===== config.mk =====
export PLATFORM = sky130hd
export DESIGN_NAME = im_loader
export DESIGN_NICKNAME = d
export VERILOG_FILES = /design/src/rtl/im_pkg.sv /design/src/rtl/im_word_packer.sv /design/src/rtl/im_loader.sv
export SDC_FILE = /design/constraint.sdc
export NUM_CORES = 1
export LEC_CHECK = 0
export ABC_AREA = 1
export BUFFER_PORTS_ARGS = -buffer_cell sky130_fd_sc_hd__buf_2
export CELL_PAD_IN_SITES_DETAIL_PLACEMENT = 1
export CELL_PAD_IN_SITES_GLOBAL_PLACEMENT = 1
export CORE_ASPECT_RATIO = 1.1
export CORE_MARGIN = 3
export CORE_UTILIZATION = 45
export CTS_BUF_LIST = sky130_fd_sc_hd__clkbuf_16
export CTS_CLUSTER_DIAMETER = 60
export DETAILED_ROUTE_END_ITERATION = 6
export MAX_ROUTING_LAYER = met4
export PLACE_DENSITY = 0.87
export SLEW_MARGIN = 20
export SYNTH_ARGS = -nofsm -noshare
export SYNTH_HDL_FRONTEND = slang
export SYNTH_HIERARCHICAL = 1
export SYNTH_SLANG_ARGS = --single-unit

===== constraint.sdc =====
create_clock -name clk -period 5.38 [get_ports clk]
set_clock_uncertainty 0.1 [all_clocks]
set_input_delay 0.538 -clock clk [delete_from_list [all_inputs] [get_ports clk]]
set_output_delay 0.538 -clock clk [all_outputs]
set_load 0.01 [all_outputs]

===== src/rtl/im_pkg.sv =====
// Shared definitions for the instruction-memory loader: sizes, state encoding
// and the session-length rule.
package im_pkg;

  localparam int          IM_WORDS       = 256;
  localparam logic [31:0] IM_BASE        = 32'h0000_3000;
  localparam int          BYTES_PER_WORD = 4;
  localparam int          ADDR_W         = 8;
  localparam int          LEN_W          = 9;
  localparam int          BCNT_W         = $clog2(BYTES_PER_WORD);

  typedef enum logic [2:0] {
    ST_IDLE  = 3'd0,
    ST_RECV  = 3'd1,
    ST_WRITE = 3'd2,
    ST_CHECK = 3'd3,
    ST_DONE  = 3'd4,
    ST_ERR   = 3'd5
  } ld_state_e;

  // A session must load at least one word and no more than the memory holds.
  function automatic logic len_valid(input logic [LEN_W-1:0] len, input int max_words);
    return (len != '0) && (int'(len) <= max_words);
  endfunction

endpackage


===== src/rtl/im_word_packer.sv =====
// Collects host bytes big-endian into 32-bit words and keeps a running XOR
// checksum over every byte it is given.
module im_word_packer
  import im_pkg::*;
(
  input  logic        clk,
  input  logic        rst_ld_n,
  input  logic        clear_i,
  input  logic        byte_en_i,
  input  logic [7:0]  byte_i,
  output logic [31:0] word_o,
  output logic [7:0]  csum_o,
  output logic        word_full_o
);

  logic [BCNT_W-1:0] cnt_q, cnt_d;
  logic [31:0]       word_q, word_d;
  logic [7:0]        csum_q, csum_d;

  // Flags the byte that completes the current word (combinational, for the FSM).
  assign word_full_o = byte_en_i && (cnt_q == BCNT_W'(BYTES_PER_WORD - 1));
  assign word_o      = word_q;
  assign csum_o      = csum_q;

  // Next-state: clear at session start, otherwise shift a new byte in at the bottom.
  always_comb begin
    cnt_d  = cnt_q;
    word_d = word_q;
    csum_d = csum_q;
    if (clear_i) begin
      cnt_d  = '0;
      word_d = '0;
      csum_d = '0;
    end else if (byte_en_i) begin
      cnt_d  = cnt_q + BCNT_W'(1);
      word_d = {word_q[23:0], byte_i};
      csum_d = csum_q ^ byte_i;
    end
  end

  // Packing and checksum registers.
  always_ff @(posedge clk or negedge rst_ld_n) begin
    if (!rst_ld_n) begin
      cnt_q  <= '0;
      word_q <= '0;
      csum_q <= '0;
    end else begin
      cnt_q  <= cnt_d;
      word_q <= word_d;
      csum_q <= csum_d;
    end
  end

endmodule


===== src/rtl/im_loader.sv =====
// Host-to-instruction-memory loader: receives a length-prefixed byte stream,
// writes packed words to the IM, verifies a trailing XOR checksum and holds
// the CPU in reset until a session completes cleanly.
module im_loader
  import im_pkg::*;
#(
  parameter int IM_WORDS = 256
) (
  input  logic              clk,
  input  logic              rst_ld_n,
  input  logic              ld_start,
  input  logic [LEN_W-1:0]  ld_len,
  input  logic              ld_byte_valid,
  input  logic [7:0]        ld_byte,
  output logic              ld_byte_ready,
  output logic              im_we,
  output logic [ADDR_W-1:0] im_waddr,
  output logic [31:0]       im_wdata,
  output logic              cpu_rst,
  output logic              ld_busy,
  output logic              ld_done,
  output logic              ld_err
);

  ld_state_e          state_q, state_d;
  logic [LEN_W-1:0]   len_q, len_d;
  logic [ADDR_W-1:0]  word_idx_q, word_idx_d;
  logic               err_q, err_d;
  logic               cpu_rst_q, cpu_rst_d;
  logic               done_q, done_d;
  logic               ready_q, busy_q, we_q;

  logic               xfer;
  logic               pk_clear, pk_en, pk_full;
  logic [31:0]        pk_word;
  logic [7:0]         pk_csum;

  assign xfer = ld_byte_valid && ld_byte_ready;

  im_word_packer u_packer (
    .clk         (clk),
    .rst_ld_n    (rst_ld_n),
    .clear_i     (pk_clear),
    .byte_en_i   (pk_en),
    .byte_i      (ld_byte),
    .word_o      (pk_word),
    .csum_o      (pk_csum),
    .word_full_o (pk_full)
  );

  // Next-state and session bookkeeping; outputs are registered from these.
  always_comb begin
    state_d    = state_q;
    len_d      = len_q;
    word_idx_d = word_idx_q;
    err_d      = err_q;
    cpu_rst_d  = cpu_rst_q;
    done_d     = 1'b0;
    pk_clear   = 1'b0;
    pk_en      = 1'b0;
    case (state_q)
      ST_IDLE: begin
        if (ld_start) begin
          if (len_valid(ld_len, IM_WORDS)) begin
            state_d    = ST_RECV;
            len_d      = ld_len;
            word_idx_d = '0;
            err_d      = 1'b0;
            cpu_rst_d  = 1'b1;
            pk_clear   = 1'b1;
          end else begin
            err_d = 1'b1;
          end
        end
      end
      ST_RECV: begin
        if (xfer) begin
          pk_en = 1'b1;
          if (pk_full) state_d = ST_WRITE;
        end
      end
      ST_WRITE: begin
        // The index only advances when another word follows, so it stops at len-1.
        if ({1'b0, word_idx_q} == (len_q - LEN_W'(1))) begin
          state_d = ST_CHECK;
        end else begin
          word_idx_d = word_idx_q + ADDR_W'(1);
          state_d    = ST_RECV;
        end
      end
      ST_CHECK: begin
        if (xfer) begin
          if (ld_byte == pk_csum) begin
            state_d   = ST_DONE;
            done_d    = 1'b1;
            cpu_rst_d = 1'b0;
          end else begin
            state_d = ST_ERR;
            err_d   = 1'b1;
          end
        end
      end
      ST_DONE: state_d = ST_IDLE;
      ST_ERR:  state_d = ST_IDLE;
      default: state_d = ST_IDLE;
    endcase
  end

  // State and registered outputs; ready/busy/we reflect the state being entered.
  always_ff @(posedge clk or negedge rst_ld_n) begin
    if (!rst_ld_n) begin
      state_q    <= ST_IDLE;
      len_q      <= '0;
      word_idx_q <= '0;
      err_q      <= 1'b0;
      cpu_rst_q  <= 1'b1;
      done_q     <= 1'b0;
      ready_q    <= 1'b0;
      busy_q     <= 1'b0;
      we_q       <= 1'b0;
    end else begin
      state_q    <= state_d;
      len_q      <= len_d;
      word_idx_q <= word_idx_d;
      err_q      <= err_d;
      cpu_rst_q  <= cpu_rst_d;
      done_q     <= done_d;
      ready_q    <= (state_d == ST_RECV) || (state_d == ST_CHECK);
      busy_q     <= (state_d == ST_RECV) || (state_d == ST_WRITE) || (state_d == ST_CHECK);
      we_q       <= (state_d == ST_WRITE);
    end
  end

  assign ld_byte_ready = ready_q;
  assign ld_busy       = busy_q;
  assign im_we         = we_q;
  assign im_waddr      = word_idx_q;
  assign im_wdata      = pk_word;
  assign cpu_rst       = cpu_rst_q;
  assign ld_done       = done_q;
  assign ld_err        = err_q;

endmodule

==> metrics.md, run 1 <==
| Metric | Value |
|---|---|
| CTS tree | `yes` |
| Number of H-tree levels | `3` |
| Reg-to-reg endpoint | `u_packer/word_o[21]$_DFFE_PN0P_` |
| Setup tns final | `0 ns` |
| CTS Buf Count | `9` |
| Mean Syn Cell Area | `8.304 µm²` |
| Initial Util | `a little under half` |
| Syn nets | `between 400 and 500` |
| Worst reg-to-reg path cell count | `6` |
| Skew-Pair Late Insertion Delay | `~0.33 ns` |
| Async set-reset flop share out of synthesis | `100.0%` |
| Avg Vias per Cell | `5.129` |
| Reg-to-reg slack, setup | `between 2 and 3 ns` |
| Synthesized area | `around 3800 µm²` |
| Peak supply drop | `roughly 0.00032 V` |
| Internal power | `1.414 mW` |
| Gate power share | `38.8%` |
| Num Clock Sinks | `around 70` |
| Area after DPL | `approximately 4000 µm²` |
| Routed met2 length | `5.261 mm` |
| Nets | `between 500 and 600` |
| Crit path time final | `around 2.6 ns` |
| Wire length per cell | `around 16 µm` |
| Design Area, Final | `between 4000 and 5000 µm²` |
| Clk pin slew, worst setup/hold paths | `approximately 0.060 ns` |
| Layout area overhead | `16.89%` |
| Routed wl met3 | `around 300 µm` |
| Flop pwr share | `around 36%` |
| Max clock buf depth | `2` |
| Data arrival, critical path | `between 2 and 3 ns` |
| Die width | `about 93 µm` |
| CP Class | `flip-flop to flip-flop` |
| DR DRC count | `0` |
| Distinct cells, synth | `34` |
| Top_reg_cell synth | `dfrtp_1` |
| Outcome | `completed` |
| Diodes inserted | `0` |
| RSZ-0062 raised after global routing | `false` |
| Launch point of the worst reg-to-reg path | `state_q[0]$_DFF_PN0_` |
| Synth warnings | `6` |
| CP Capture Type | `flip-flop` |
| Finished Layout Cells | `630` |
| Largest net degree at the start of global routing | `69` |
| Io pins | `67` |
| Final Max Tran Viols | `0` |
| PD cells | `roughly 560 nW/µm²` |
| Max Fclk | `around 380 MHz` |
| Post_cts resized | `0` |
| Share of post-route cells with drive strength above 1 | `roughly 28%` |
| Die H | `102.0 µm` |
| Overflow after GRT | `0` |
| Routed WL | `around 10 mm` |
| Max cap viols | `0` |
| Final setup viols | `0` |
| Routed Antenna Nets | `0` |
| Vias in the first global route | `approximately 3500` |
| Antenna violations before repair | `0` |
| DR top layer | `met4` |
| Clk pwr share | `between 20% and 30%` |
| Gate Count Post-Synth | `~450` |
| Slew margin rel. | `about 42%` |
| Worst slew pin tran | `roughly 0.87 ns` |
| Max Fanout on Critical Path | `42` |
| CTS Root Cell | `clkbuf_16` |
| EDFF count, synth | `0` |
| Gpl congestion | `about 0.90` |
| WL met1 | `4.255 mm` |
| CP startpoint kind | `flip-flop` |
| Global-route usage over all layers | `a little under a quarter` |
| FF+latch count, synth | `68` |
| Leakage | `2.317 nW` |
| Vias post-DR | `3231` |
| Initial drt markers | `105` |
| Data required, critical path | `approximately 5.5 ns` |
| Inst Count DP | `between 600 and 700` |
| Postcts setup bufs | `0` |
| DP HPWL | `6.751 mm` |
| # hold bufs at CTS | `0` |
| First-pass GRT wire length | `~17 mm` |
| Sequential fraction of the synthesis area | `approximately 45%` |
| First-pass DRT Iterations | `4` |
| Port bufs | `66` |
| Hold Fails Final Rpt | `0` |
| Core Footprint | `8040 µm²` |
| Final worst path period share | `between 40% and 50%` |
| DIE AREA | `9513 µm²` |
| Switching Share | `a little over two fifths` |
| NetSw | `1.037 mW` |
| Worst hold path type | `input pin to asynchronous set/reset pin` |
| FP Rows | `34` |
## registers in the layout, indices dropped and copies added, names as in the netlist
name and flops:
ld_byte_ready 1, im_waddr 8, im_we 1, cpu_rst 1
ld_err 1, ld_busy 1, u_packer/word_o 32, ld_done 1
len_q 9, u_packer/cnt_q 2, u_packer/csum_o 8, state_q 3
## metrics by stage
stage,hold slack [ns],utilization (%),power (mW),setup WS [ns]
2_1_floorplan,0.1424,-,1.568,3.478
3_5_place_dp,0.3607,50.98,1.828,2.459
6_report,0.3024,54.81,2.450,2.754
4_1_cts,0.3309,54.81,2.476,2.706
5_1_grt,0.3518,54.81,2.632,2.523
3_3_place_gp,0.3515,50.98,1.767,2.661
## worst max path at each step
stage / endpoint / cells after the start / slack, ns / startpoint
5_1_grt: u_packer/csum_o[1]$_DFFE_PN0P_ / 6 / 2.52 / state_q[0]$_DFF_PN0_
3_5_place_dp: u_packer/cnt_q[0]$_DFFE_PN0P_ / 9 / 2.46 / ld_len[5]
6_report: u_packer/word_o[21]$_DFFE_PN0P_ / 6 / 2.75 / state_q[0]$_DFF_PN0_
4_1_cts: u_packer/word_o[6]$_DFFE_PN0P_ / 6 / 2.71 / state_q[0]$_DFF_PN0_
2_1_floorplan: u_packer/word_o[31]$_DFFE_PN0P_ / 10 / 3.48 / ld_len[5]
3_3_place_gp: u_packer/csum_o[6]$_DFFE_PN0P_ / 9 / 2.66 / ld_len[3]
## power by group through the flow
stage                     Clock, mW  Sequential, mW  Combinational, mW
after floorplan                   0           0.913              0.656
after global placement            0           0.874              0.893
after detailed placement          0           0.887              0.941
after CTS                     0.629           0.883              0.964
after global routing          0.649           0.910               1.07
final                         0.617           0.882              0.951
## worst max-delay path, cell delays in order (launching register included)
cell	delay, ns
dfrtp_1	0.44
nor3_4	0.25
nand4_2	0.44
inv_1	0.64
inv_4	0.39
nand3_2	0.16
nand2_1	0.08
## logic make-up after synthesis
logic type      share of synthesized area [%]
simple gates                            38.77
flops                                   45.17
buf+inv                                 7.600
compound gates                          3.983
xor+xnor                                3.485
fa+ha+maj                              0.9958
## placed cells by master, fill, tap and decap left out, drive strengths merged
cell / count
a21oi: 10
buf: 68
bufinv: 1
clkbuf: 9
clkinv: 1
clkinvlp: 2
dfrtp: 67
dfstp: 1
ha: 3
inv: 36
nand2: 165
nand3: 69
nand3b: 2
nand4: 3
nor2: 46
nor3: 5
nor3b: 2
nor4: 1
o2111ai: 1
o21ai: 13
o21bai: 2
xnor2: 9
xor2: 6
## synth_stat cells, types with 4 or more instances
| library cell | n | share of area, % |
|---|---|---|
| nand3_1 | 34 | 4.5 |
| inv_2 | 5 | 0.50 |
| nand2_1 | 158 | 16 |
| buf_6 | 12 | 3.6 |
| xnor2_1 | 9 | 2.1 |
| nand2_2 | 7 | 1.2 |
| nor2_1 | 40 | 4.0 |
| a21oi_1 | 10 | 1.3 |
| dfrtp_1 | 67 | 44 |
| nand3_2 | 35 | 9.3 |
| nor3_1 | 4 | 0.53 |
| inv_1 | 26 | 2.6 |
| o21ai_0 | 11 | 1.5 |
| xor2_1 | 6 | 1.4 |
| nor2_2 | 4 | 0.66 |
## per-layer routing
metal / vias to the layer above / GRT usage [%]
met4: 0 / 7.328
met3: 14 / 4.639
met2: 51 / 40.10
li1: 1580 / -
met1: 1586 / 26.56
met5: - / -
## layout make-up
cell class	count	area, µm²
Clock buffer	9	225.2
Clock inverter	7	82.58
Fill cell	1007	3633
Inverter	33	127.6
Multi-Input combinational cell	337	1788
Sequential cell	68	1703
Tap cell	108	135.1
Timing Repair Buffer	68	345.3
Power figures use the tool's default switching activity.
==> run 2: changes to the inputs <==
--- a/config.mk
+++ b/config.mk
@@ -5,18 +5,18 @@
 export SDC_FILE = /design/constraint.sdc
 export NUM_CORES = 1
 export LEC_CHECK = 0
-export ABC_AREA = 1
+export ABC_AREA = 0
 export BUFFER_PORTS_ARGS = -buffer_cell sky130_fd_sc_hd__buf_2
 export CELL_PAD_IN_SITES_DETAIL_PLACEMENT = 1
 export CELL_PAD_IN_SITES_GLOBAL_PLACEMENT = 1
 export CORE_ASPECT_RATIO = 1.1
 export CORE_MARGIN = 3
-export CORE_UTILIZATION = 45
+export CORE_UTILIZATION = 43
 export CTS_BUF_LIST = sky130_fd_sc_hd__clkbuf_16
 export CTS_CLUSTER_DIAMETER = 60
 export DETAILED_ROUTE_END_ITERATION = 6
 export MAX_ROUTING_LAYER = met4
-export PLACE_DENSITY = 0.87
+export PLACE_DENSITY = 0.82
 export SLEW_MARGIN = 20
 export SYNTH_ARGS = -nofsm -noshare
 export SYNTH_HDL_FRONTEND = slang
==> constraint.sdc (replaced) <==
create_clock -name clk -period 2.5 [get_ports clk]
set_clock_uncertainty 0.1 [all_clocks]
set_input_delay 0.25 -clock clk [delete_from_list [all_inputs] [get_ports clk]]
set_output_delay 0.25 -clock clk [all_outputs]
set_load 0.01 [all_outputs]
==> metrics.md, run 2 <==
| Metric | Value |
|---|---|
| Diodes inserted | `0` |
| Layout area overhead | `26.73%` |
| Skew-Pair Late Insertion Delay | `approximately 0.33 ns` |
| Initial Util | `approximately 45%` |
| CTS Buf Count | `9` |
| Hold Fails Final Rpt | `0` |
| CP Capture Type | `flip-flop` |
| Largest register FFs | `32` |
| Leakage | `2.047 nW` |
| Final setup viols | `0` |
| Initial drt markers | `87` |
| DR DRC count | `0` |
| Number of H-tree levels | `3` |
| Die H | `99.31 µm` |
| FP Rows | `33` |
| Worst hold path startpoint | `ld_len[4]` |
| Launch point of the worst reg-to-reg path | `len_q[0]$_DFFE_PN0P_` |
| EDFF count, synth | `0` |
| Crit path time final | `around 2.4 ns` |
| Crit path from | `len_q[0]$_DFFE_PN0P_` |
| Io pins | `67` |
| Worst reg-to-reg path cell count | `10` |
| DP HPWL | `between 5 and 6 mm` |
| Port bufs | `66` |
| Most common cell after layout, fill and taps aside | `dfrtp_1` |
| First-pass GRT wire length | `~15 mm` |
| Vias in the first global route | `just under 3000` |
| Total power | `approximately 5.7 mW` |
| Num Clock Sinks | `68` |
| Peak supply drop | `0.0005969 V` |
| Largest net degree at the start of global routing | `69` |
| Outcome | `completed` |
| Clk pin slew, worst setup/hold paths | `0.06 ns` |
| Routed Antenna Nets | `0` |
| CP startpoint kind | `flip-flop` |
| Data required, critical path | `2.60 ns` |
| PD cells | `between 1000 and 1500 nW/µm²` |
| Post-synth top cells | `dfrtp_1, nor2_1, nand2_1, mux2i_1` |
| Final Max Tran Viols | `0` |
| Syn nets | `351` |
| Max Fclk | `~410 MHz` |
| Data arrival, critical path | `2.53 ns` |
| Top_reg_cell synth | `dfrtp_1` |
| Worst slew pin tran | `0.4928 ns` |
| CTS tree | `yes` |
| RSZ-0062 raised after global routing | `true` |
| Core Footprint | `~7600 µm²` |
| Gpl congestion | `0.9003` |
| Global-route usage over all layers | `between 20% and 30%` |
| Reg-to-reg endpoint | `im_waddr[4]$_DFFE_PN0P_` |
| Synthesized area | `around 3400 µm²` |
| Mean Syn Cell Area | `10.41 µm²` |
| Gate Count Post-Synth | `approximately 330` |
| DIE AREA | `9019 µm²` |
| Most frequent cells in the layout | `dfrtp_1, buf_2, nor2_1` |
| Post-synth top area share | `between 40% and 50%` |
| CP Class | `flip-flop to flip-flop` |
| Share of post-route cells with drive strength above 1 | `a little under a third` |
| Antenna violations before repair | `0` |
| Routed WL | `about 9.0 mm` |
| Reg-to-reg slack, setup | `0.08 ns` |
| Nets | `about 420` |
| FF+latch count, synth | `68` |
| Max Fanout on Critical Path | `8` |
| Distinct cells, synth | `just over 50` |
| Slew margin rel. | `67.01%` |
| Vias post-DR | `approximately 2700` |
| Avg Vias per Cell | `between 5 and 6` |
| CP Capture Point | `im_waddr[4]$_DFFE_PN0P_` |
| Synth area leaders | `dfrtp_1, mux2i_1, nor2_1, nand2_1, xnor2_1` |
| Most frequent cell after synthesis | `dfrtp_1` |
| Max clock buf depth | `2` |
| First-pass DRT Iterations | `6` |
| Worst hold path type | `input pin to flip-flop` |
| Synth warnings | `6` |
| CTS Root Cell | `clkbuf_16` |
| Final worst path period share | `slightly below 100%` |
| Sequential fraction of the synthesis area | `about 50%` |
| Async set-reset flop share out of synthesis | `100.0%` |
| Max cap viols | `0` |
| Largest area contributor in the netlist | `dfrtp_1` |
| Wire length per cell | `~18 µm` |
| Die width | `about 91 µm` |
| Final Core Density | `between 50 and 60%` |
| Overflow after GRT | `0` |
## run 2: where the power goes
part           switching [mW]  total (mW)  internal (mW)
Clock                   0.498        1.48          0.981
Sequential              0.470        2.02           1.55
Combinational            1.18        2.22           1.04
## run 2: metrics by stage
| stage | hold slack (ns) | TNS [ns] | std cells | setup slack, ns | cell area [µm²] |
|---|---|---|---|---|---|
| after floorplan | -0.1456 | 0 | 327 | 0.2698 | 3403 |
| after global placement | 0.2033 | 0 | 489 | 0.1385 | 3864 |
| after detailed placement | 0.2051 | 0 | 489 | 0.04121 | 3864 |
| after CTS | 0.02262 | 0 | 506 | 0.001996 | 4223 |
| after global routing | 0.04878 | -0.02174 | 510 | -0.01098 | 4313 |
| final | 0.02756 | 0 | 510 | 0.07817 | 4313 |
## run 2: repair_timing
action	in CTS	in global routing
endpoints found under the hold margin	67	0
resized for setup	0	13
setup endpoints to repair	0	8
setup buffers	0	4
hold buffers	1	0
## run 2: cell families after synthesis
logic type | synth area share [%]
flip-flops | 50.04
buffers and inverters | 4.448
AO/OA/AOI/OAI | 10.29
multiplexers | 10.00
AND/OR/NAND/NOR | 20.00
adder cells (fa/ha/maj) | 1.103
XOR/XNOR | 4.118
## run 2: final cells by class
class	count	area, µm²
tap	105	131.4
sequential	68	1703
fill	834	3243
clock inverter	7	123.9
multi-input combinational	232	1613
inverter	8	30.03
timing repair buffer	81	486.7
clock buffer	9	225.2
## run 2: worst max-delay path: stages (launching register included)
cell     delay (ns)
dfrtp_1        0.38
inv_2          0.07
ha_4           0.18
nor2b_4        0.14
a221o_1        0.32
nand2_1        0.07
a31oi_1        0.07
nor4b_4        0.53
buf_4          0.24
o41a_1         0.14
o21ai_1        0.06
## run 2: metal layers
metal  wire length, µm  part of all wire (%)  global-route usage (%)  up-vias
met5                 0                     0                       -        -
met4               169                   1.9                   8.469        0
met3               387                   4.3                   4.387       14
met2              4817                    53                   37.54       58
met1              3665                    41                   23.78     1362
li1                  -                     -                       -     1285
## run 2: how the worst min path moves through the flow
stage,endpoint,slack [ns],cells after the start
after CTS,len_q[4]$_DFFE_PN0P_,0.02,3
final,len_q[4]$_DFFE_PN0P_,0.03,3
after global placement,ld_busy$_DFF_PN0_,0.20,2
after floorplan,im_waddr[0]$_DFFE_PN0P_,-0.15,0
after detailed placement,im_waddr[4]$_DFFE_PN0P_,0.21,2
after global routing,len_q[4]$_DFFE_PN0P_,0.05,3
==> run 3: changes to the inputs <==
--- a/config.mk
+++ b/config.mk
@@ -10,13 +10,13 @@
 export CELL_PAD_IN_SITES_DETAIL_PLACEMENT = 1
 export CELL_PAD_IN_SITES_GLOBAL_PLACEMENT = 1
 export CORE_ASPECT_RATIO = 1.1
-export CORE_MARGIN = 3
-export CORE_UTILIZATION = 43
+export CORE_MARGIN = 4
+export CORE_UTILIZATION = 40
 export CTS_BUF_LIST = sky130_fd_sc_hd__clkbuf_16
 export CTS_CLUSTER_DIAMETER = 60
 export DETAILED_ROUTE_END_ITERATION = 6
 export MAX_ROUTING_LAYER = met4
-export PLACE_DENSITY = 0.82
+export PLACE_DENSITY = 0.77
 export SLEW_MARGIN = 20
 export SYNTH_ARGS = -nofsm -noshare
 export SYNTH_HDL_FRONTEND = slang
==> constraint.sdc (replaced) <==
create_clock -name clk -period 2.5 [get_ports clk]
set_clock_uncertainty 0.1 [all_clocks]
set_input_delay 0.25 -clock clk [delete_from_list [all_inputs] [get_ports clk]]
set_output_delay 0.25 -clock clk [all_outputs]
set_load 0.1 [all_outputs]
==> metrics.md, run 3 (synthesized netlist as in run 2, its figures left out) <==
| Metric | Value |
|---|---|
| Antenna violations before repair | `0` |
| Diodes inserted | `0` |
| Largest net degree at the start of global routing | `44` |
| FP Rows | `35` |
| Worst slew pin tran | `between 0.6 and 0.7 ns` |
| Vias in the first global route | `2922` |
| Crit-path max cell delay | `~0.50 ns` |
| Routed WL | `8.561 mm` |
| Core Footprint | `~8300 µm²` |
| Io pins | `67` |
| Most frequent CP cell | `buf_4` |
| Worst reg-to-reg path cell count | `9` |
| Initial Util | `40.90%` |
| Worst hold path type | `input pin to flip-flop` |
| Clk pin slew, worst setup/hold paths | `roughly 0.060 ns` |
| Critical Path, Cell by Cell | `buf_4 -> nor3_4 -> buf_4 -> xnor2_1 -> nand4_1 -> nor4b_4 -> buf_4 -> o41a_1 -> o21ai_1` |
| Crit path depth | `9` |
| Largest register FFs | `32` |
| Data arrival, critical path | `around 2.5 ns` |
| Gpl congestion | `between 0.8 and 0.9` |
| Layout area overhead | `26.25%` |
| CP Capture Type | `flip-flop` |
| Design Area, Final | `approximately 4300 µm²` |
| Skew-Pair Late Insertion Delay | `0.34 ns` |
| First-pass GRT wire length | `approximately 14 mm` |
| CTS tree | `yes` |
| Max Fanout on Critical Path | `8` |
| Slew margin rel. | `between 50 and 60%` |
| Routed Antenna Nets | `0` |
| Global-route usage over all layers | `between 10% and 20%` |
| Max clock buf depth | `2` |
| Max cap viols | `0` |
| DIE AREA | `between 10000 and 15000 µm²` |
| Hold slack | `0.02458 ns` |
| CP startpoint kind | `flip-flop` |
| Wire length per cell | `16.59 µm` |
| Outcome | `completed` |
| Die width | `95.95 µm` |
| Most common cell after layout, fill and taps aside | `buf_2` |
| Final worst path period share | `roughly 96%` |
| Final Max Tran Viols | `0` |
| FILL cells | `937` |
| Data required, critical path | `~2.6 ns` |
| Hold Fails Final Rpt | `0` |
| CTS Root Cell | `clkbuf_16` |
| First-pass DRT Iterations | `4` |
| Routed wl met3 | `around 450 µm` |
| Crit-path slowest cell | `nor4b_4` |
| Max Fclk | `around 420 MHz` |
| Avg Vias per Cell | `roughly 5.3` |
| Die H | `104.7 µm` |
| Final setup viols | `0` |
| Crit path time final | `between 2 and 2.5 ns` |
| Routed met2 length | `around 4.3 mm` |
| Setup tns final | `0 ns` |
| Vias post-DR | `between 2000 and 3000` |
| CTS Buf Count | `9` |
| Hold Path Cell Cnt | `3` |
| Number of H-tree levels | `3` |
| CP Class | `flip-flop to flip-flop` |
| Share of post-route cells with drive strength above 1 | `30.62%` |
| WP buf/inv | `3` |
| Nets | `about 420` |
| Most frequent cells in the layout | `buf_2, dfrtp_1, nor2_1` |
| Initial drt markers | `73` |
| Cell family with most CP delay | `simple AND/OR/NAND/NOR gates` |
| DP HPWL | `around 6.1 mm` |
| Area after DPL | `around 3900 µm²` |
| DR top layer | `met4` |
| WL met1 | `around 3.7 mm` |
| Port bufs | `66` |
| Overflow after GRT | `0` |
| DR DRC count | `0` |
| Num Clock Sinks | `just under 70` |
run 3: timing repair:
action | in CTS | in global routing
setup endpoints to repair | 3 | 8
gates resized for setup | 0 | 9
hold buffers | 1 | 0
setup buffers | 0 | 2
pin swaps | 1 | 3
hold endpoints to repair | 25 | 0
run 3: layout make-up:
class | count | area (µm²) | share of cell area (%)
sequential | 68 | 1709 | 39.78
multi-input combinational | 232 | 1598 | 37.19
timing repair buffer | 81 | 495.5 | 11.53
clock buffer | 9 | 225.2 | 5.242
tap | 111 | 138.9 | 3.232
clock inverter | 7 | 100.1 | 2.330
inverter | 8 | 30.03 | 0.6989
run 3: worst min-delay path: cells and delay by family:
kind	cells	cell delay, ns
buffers and inverters	1	0.09
AND/OR/NAND/NOR	2	0.09
run 3: path summary, 6_finish.rpt:
| kind | startpoint | endpoint | slack (ns) |
|---|---|---|---|
| worst max register to register | len_q[0]$_DFFE_PN0P_ | im_waddr[4]$_DFFE_PN0P_ | 0.1 |
| worst max-delay path | len_q[0]$_DFFE_PN0P_ | im_waddr[4]$_DFFE_PN0P_ | 0.1 |
| max in group asynchronous | rst_ld_n | cpu_rst$_DFFE_PN1P_ | 1.21 |
| min in group asynchronous | rst_ld_n | u_packer/csum_o[7]$_DFFE_PN0P_ | 0.39 |
| worst min-delay path | ld_len[7] | len_q[7]$_DFFE_PN0P_ | 0.02 |
| worst min register to register | u_packer/word_o[31]$_DFFE_PN0P_ | u_packer/word_o[31]$_DFFE_PN0P_ | 0.42 |
run 3: through the flow:
stage               instances  util [%]  worst slack (ns)
floorplan                 327         -           0.08568
global placement          497     46.93            0.1389
detailed placement        497     46.93           0.02290
CTS                       514     50.96         0.0006677
global route              516     51.64          -0.04925
finish                    516     51.64           0.09866
run 3: per-layer routing:
metal  global-route usage [%]  vias to the layer above
li1                         -                     1278
met1                    24.17                     1353
met2                    29.76                       69
met3                    6.335                        9
met4                    4.573                        0
met5                        -                        -
Power of run 3 is left out: the tool's default activity adds up to more than one toggle a clock period on the data nets, which glitch-free logic cannot reach.
